`config.mk`:
```
export PLATFORM = sky130hd
export DESIGN_NAME = add_serial_ctrl
export DESIGN_NICKNAME = d
export VERILOG_FILES = /design/src/rtl/add_serial_ctrl.sv
export SDC_FILE = /design/constraint.sdc
export NUM_CORES = 1
export LEC_CHECK = 0
export CAP_MARGIN = 20
export CORE_ASPECT_RATIO = 1.2
export CORE_UTILIZATION = 44
export DETAILED_ROUTE_END_ITERATION = 8
export HOLD_SLACK_MARGIN = 0.06
export PLACE_DENSITY = 0.7
export SLEW_MARGIN = 20
export SYNTH_ARGS = -nofsm -noshare
export SYNTH_HDL_FRONTEND = slang
export SYNTH_SLANG_ARGS = --single-unit
export TNS_END_PERCENT = 10
```
`constraint.sdc`:
```
create_clock -name clk -period 9 [get_ports clk]
set_input_delay 1.8 -clock clk [delete_from_list [all_inputs] [get_ports clk]]
set_output_delay 1.8 -clock clk [all_outputs]
set_load 0.02 [all_outputs]
```
`src/rtl/add_serial_ctrl.sv`:
```
// add_serial_ctrl
//   Slice-serial adder. It computes {cout,sum} = a + b + cin one SLICE-bit
//   chunk per clock, starting with the LSB chunk. A handshake on the input
//   side starts an operation. The result is held on the output side until
//   the consumer takes it.
//
// Parameters
//   WIDTH : operand/result width in bits. Must be a multiple of SLICE.
//   SLICE : bits added per cycle.
//
// Ports
//   clk       : clock; all state changes on the rising edge.
//   rst       : asynchronous, active-high reset.
//   in_valid  : operand request valid.
//   in_ready  : block can accept operands (IDLE and not in reset).
//   a, b      : operands.
//   cin       : carry-in of the full-width add.
//   out_valid : result valid (DONE state).
//   out_ready : consumer accepts the result.
//   sum       : registered result.
//   cout      : registered carry-out.
//   busy      : high whenever the FSM is not IDLE.
module add_serial_ctrl #(
  parameter int WIDTH = 16,
  parameter int SLICE = 4
) (
  input  logic             clk,
  input  logic             rst,
  input  logic             in_valid,
  output logic             in_ready,
  input  logic [WIDTH-1:0] a,
  input  logic [WIDTH-1:0] b,
  input  logic             cin,
  output logic             out_valid,
  input  logic             out_ready,
  output logic [WIDTH-1:0] sum,
  output logic             cout,
  output logic             busy
);

  localparam int NSL = WIDTH / SLICE;
  localparam int KW  = (NSL > 1) ? $clog2(NSL) : 1;
  localparam logic [KW-1:0] K_LAST = KW'(NSL - 1);

  typedef enum logic [1:0] {IDLE, RUN, DONE} state_t;

  state_t           state_q, state_d;
  logic [WIDTH-1:0] a_q, a_d;
  logic [WIDTH-1:0] b_q, b_d;
  logic             carry_q, carry_d;
  logic [KW-1:0]    k_q, k_d;
  logic [WIDTH-1:0] sum_q, sum_d;
  logic             cout_q, cout_d;

  logic [SLICE:0]   slice_res;
  int               base;

  // Generate/propagate ripple across one slice. Returns {carry_out, sum}.
  function automatic logic [SLICE:0] slice_add(input logic [SLICE-1:0] x,
                                               input logic [SLICE-1:0] y,
                                               input logic             ci);
    logic [SLICE:0]   c;
    logic [SLICE-1:0] g;
    logic [SLICE-1:0] p;
    logic [SLICE-1:0] s;
    g    = x & y;
    p    = x ^ y;
    c    = '0;
    s    = '0;
    c[0] = ci;
    for (int i = 0; i < SLICE; i++) begin
      c[i+1] = g[i] | (p[i] & c[i]);
      s[i]   = p[i] ^ c[i];
    end
    return {c[SLICE], s};
  endfunction

  always_comb begin
    base      = int'(k_q) * SLICE;
    slice_res = slice_add(a_q[base +: SLICE], b_q[base +: SLICE], carry_q);
  end

  always_comb begin
    state_d = state_q;
    a_d     = a_q;
    b_d     = b_q;
    carry_d = carry_q;
    k_d     = k_q;
    sum_d   = sum_q;
    cout_d  = cout_q;
    case (state_q)
      IDLE: begin
        // in_ready is high in IDLE whenever reset is low, and reset
        // overrides every flop, so in_valid alone qualifies the accept.
        if (in_valid) begin
          a_d     = a;
          b_d     = b;
          carry_d = cin;
          k_d     = '0;
          state_d = RUN;
        end
      end
      RUN: begin
        sum_d[base +: SLICE] = slice_res[SLICE-1:0];
        carry_d              = slice_res[SLICE];
        if (k_q == K_LAST) begin
          cout_d  = slice_res[SLICE];
          state_d = DONE;
        end else begin
          k_d = k_q + KW'(1);
        end
      end
      DONE: begin
        // No accept in this cycle. The next operation can only start
        // from IDLE, one cycle after the output handshake.
        if (out_ready) begin
          state_d = IDLE;
        end
      end
      default: state_d = IDLE;
    endcase
  end

  always_ff @(posedge clk or posedge rst) begin
    if (rst) begin
      state_q <= IDLE;
      a_q     <= '0;
      b_q     <= '0;
      carry_q <= 1'b0;
      k_q     <= '0;
      sum_q   <= '0;
      cout_q  <= 1'b0;
    end else begin
      state_q <= state_d;
      a_q     <= a_d;
      b_q     <= b_d;
      carry_q <= carry_d;
      k_q     <= k_d;
      sum_q   <= sum_d;
      cout_q  <= cout_d;
    end
  end

  // in_ready is gated by rst so that it is low during reset itself.
  assign in_ready  = (state_q == IDLE) && !rst;
  assign out_valid = (state_q == DONE);
  assign busy      = (state_q != IDLE);
  assign sum       = sum_q;
  assign cout      = cout_q;

endmodule

```
# Word-level counts from Yosys, hierarchy flattened
# Index checks and enable logic that the tools add are counted.
# word_totals
reg_bits	54
inputBits	37
# op_classes
shift	4
bitwise	14
n_addsub	2
n_eq_ne	7
reduce_logical	10
n_mux	10
# op_table
op	n
$neg A4 Y33	1
$shift A4 B33 Y16 const A	1
$shiftx A4 B33 Y16	1
$shiftx A16 B5 Y4	2
$bwmux W16	1
$mux W2	5
$ne A2 B2 Y1 const B	3
$pmux W2 S3	1
$reduce_and A2 Y1	3
$reduce_and A3 Y1	2
$and A1 B1 Y1	4
$and A4 B4 Y4	1
$eq A2 B2 Y1 const B	2
$or A1 B1 Y1	4
$pmux W2 S2	1
$reduce_bool A2 Y1	2
$xor A1 B1 Y1	4
$xor A4 B4 Y4	1
$add A2 B1 Y2 const B	1
$eq A2 B1 Y1 const B	1
$logic_not A2 Y1	1
$ne A2 B1 Y1 const B	1
$pmux W1 S2	1
$logic_and A1 B1 Y1	1
2 further kinds	2

# Logic depth before layout (Yosys ltp)
# logic_depth
depth_word	11
ltp_mapped	11
depth_no_buf	9

# Least setup slack after synthesis
# Ideal clock, no wire load.
# synth_timing
path_kind	input to output
startpoint	input rst
endpoint	output in_ready
cell_stages	1
n_path_buf	0
required_ns	7.200
path_slack_ns	5.107
arrival_ns	2.093
cell_sequence	nor2_1
# synth_between
elab_chain_len	2
# synth_rtl
item	line	text
from (decl)	28	input logic rst,
$logic_not A1 Y1	145	assign in_ready = (state_q == IDLE) && !rst;
$logic_and A1 B1 Y1	145	
to (decl)	30	output logic in_ready,
# No other way between the ends.

# Worst setup path after layout
# Ends and elaborated chain as after synthesis.

==> impl_metrics.toml <==
[power_and_ir_drop]
ir_worst_vdd_v = 0.000184
internal_power_w = 0.000808
comb_power_share_pct = 53.4
p_switching_w = 0.000449
total_power_w = 0.00126
power.density_nw_per_um2 = 365
p_seq_share_pct = 34.4
p_sw_share_pct = 35.8
p_leak_nw = 1.46
pwr-share-clk_pct = 12.2

[logic_synthesis]
synth_compound_area_share_pct = 1.69
ys_warn_count = 0
async_flop_share_pct = 100
synthTopCellsByCount = "54 x dfrtp_1, 44 x mux2_2, 10 x inv_1"
post_synth_xor_area_fraction_pct = 0
synth_top_family_by_area = "multiplexers"
synth_most_common_cell = "dfrtp_1"
ys_seq_area_share_pct = 49.4
synth_cell_types = 34
syn_inst = 181
synth_area_per_cell_um2 = 15.1
yosysTopAreaCell = "dfrtp_1"
synth-edff-count = 0
yosys-top-cells-area = "dfrtp_1 49%, mux2_2 18%, mux4_2 6.6%, fa_1 2.9%, ha_1 2.7%"
synth-seq-cells = 54
synth_simple_gate_area_share_pct = 11.3
syn-cell-area_um2 = 2740
synth_fa_ha_area_share_pct = 5.67
synthMuxAreaShare_pct = 27.3
synthFlopType = "dfrtp_1"
yosysTopAreaCellShare_pct = 49.4
syn_nets = 228

[final_layout]
num-nets-final = 283
drive_gt1_share_pct = 32.5
syn2layout_area_growth_pct = 25.8
fin_area_um2 = 3440
final_util_pct = 57.2
n_antenna_cell = 0

[global_route]
grt_pass1_wl_um = 8220
first_global_vias = 1732
use_met1_pct = 21.5
met3_usage_pct = 3.99
use_met2_pct = 28.4
track_usage_pct = 17.0
antenna_found_initial = 0
grt_start_max_net_pins = 55
grt.busiest_layer = "met2"
overflow = 0

[outcome]
status = "completed"

[setup_path]
path_max_fanout = 2
cp-start-kind = "input port"
critical_path_class = "input port to output pin"
cp.arrival_ns = 2.94
required_ns = 7.20
end_kind = "output pin"
r2r_slack_ns = 5.41

[hold_path]
hold_class = "flop to flop"

[route]
vias_per_cell = 5.08
vias = 1619
drtIter0Drc = 59
ant_nets = 0
drc = 0
wl_um = 4670
first_pass_iters = 4
avgRoutedWirePerCell_um = 14.6

[place]
gp_congestion = 0.708
placed_area_um2 = 3330
portBuffers = 56
dpl.hpwl_um = 3350

[clocking]
numCtsBuffers = 5
cts_root_buffer = "clkbuf_8"
post_cts_buffers = 0
hold_buffers = 0
h-tree-depth = 2
clk_pin_slew_ns = 0.09
cts_resized = 0
cts_tree = "built"
clkLatencyLatePin_ns = 0.30
cts.sinks = 54
cts_max_path_buffers = 2

[timing]
slew_viol_final = 0
fin_crit_ns = 4.74
skew_ns = 0.00704
fmax_ghz = 0.211
final_hold_viol_count = 0
tns_ns = 0
setup_viol = 0
maxSlewHeadroom_pct = 54.7
worstMarginPinSlew_ns = 0.680
fin_crit_sh_pct = 52.7
rsz0062_at_grt = "no"

[floorplan]
die-area_um2 = 6540
initial_core_util_pct = 45.5
die_w_um = 74.0
core_um2 = 6010
dieHeight_um = 88.4
io_pins = 57
rows = 31

[run]
cap_violations = 0
==> placed cells by master (no fill, tap or decap), drive strengths merged <==
cell           instances
clkdlybuf4s50         56
dfrtp                 54
mux2                  49
inv                   10
mux4                   8
clkbuf                 8
nor4bb                 6
nor4b                  6
ha                     6
fa                     4
nand2b                 3
buf                    3
and3b                  3
nand3                  2
o211ai                 2
and4bb                 2
and4b                  2
nand3b                 2
nor3b                  1
or2b                   1
o21ai                  1
o21ba                  1
or4b                   1
a21oi                  1
or2                    1
nor2                   1
nand4bb                1
or3b                   1
o221a                  1
==> critical path: stages <==
cell             delay (ns)
clkdlybuf4s50_1        0.43
nor2_1                 0.11
clkdlybuf4s50_1        0.60
==> power by group through the flow <==
stage	clock network, W	registers (W)	logic, W
finish	0.000154	0.000432	0.000672
global route	0.000169	0.000451	0.000739
CTS	0.000158	0.000433	0.000683
detailed placement	0	0.000438	0.000682
global placement	0	0.000435	0.000673
floorplan	0	0.000425	0.000517
==> metrics by stage <==
step,setup WS (ns),instances,hold slack [ns]
after floorplan,5.11,181,0.453
final,4.26,319,0.496
after global routing,4.18,319,0.528
after global placement,4.26,311,0.467
after detailed placement,4.25,311,0.481
after CTS,4.25,319,0.502
==> flip-flops by register name (all words and copies together), names as in the netlist <==
signal,count
carry_q,1
a_q,16
b_q,16
cout,1
sum,16
k_q,2
state_q,2
==> logic make-up after synthesis <==
kind of cell | after synthesis
DFF | 54
muxes | 57
buffers and inverters | 21
adders and majority gates | 10
AOI/OAI and AO/OA | 6
and+or+nand+nor | 33
==> layout make-up <==
cell class	instances	area (µm²)
flip-flops and latches	54	1350
fillers	512	2570
multi-input cells	106	1260
inverters	10	37.5
well taps	82	103
repair buffers	59	583
clock buffers	8	110
==> routing by layer <==
metal  share of wire (%)  routed length [µm]
met5                   0                   0
met4                 1.4                  65
met3                 3.6                 168
met2                  50                2340
met1                  45                2100
==> final timing paths <==
kind	start	to	cells after the start
worst max-delay path	rst	in_ready	3
worst min-delay path	a_q[7]	a_q[7]	1
worst max register to register	k_q[0]	sum[15]	10
worst min register to register	a_q[7]	a_q[7]	1
max in group asynchronous	rst	a_q[1]	3
min in group asynchronous	rst	carry_q	3
No activity file was read; power rests on OpenSTA's default activity.
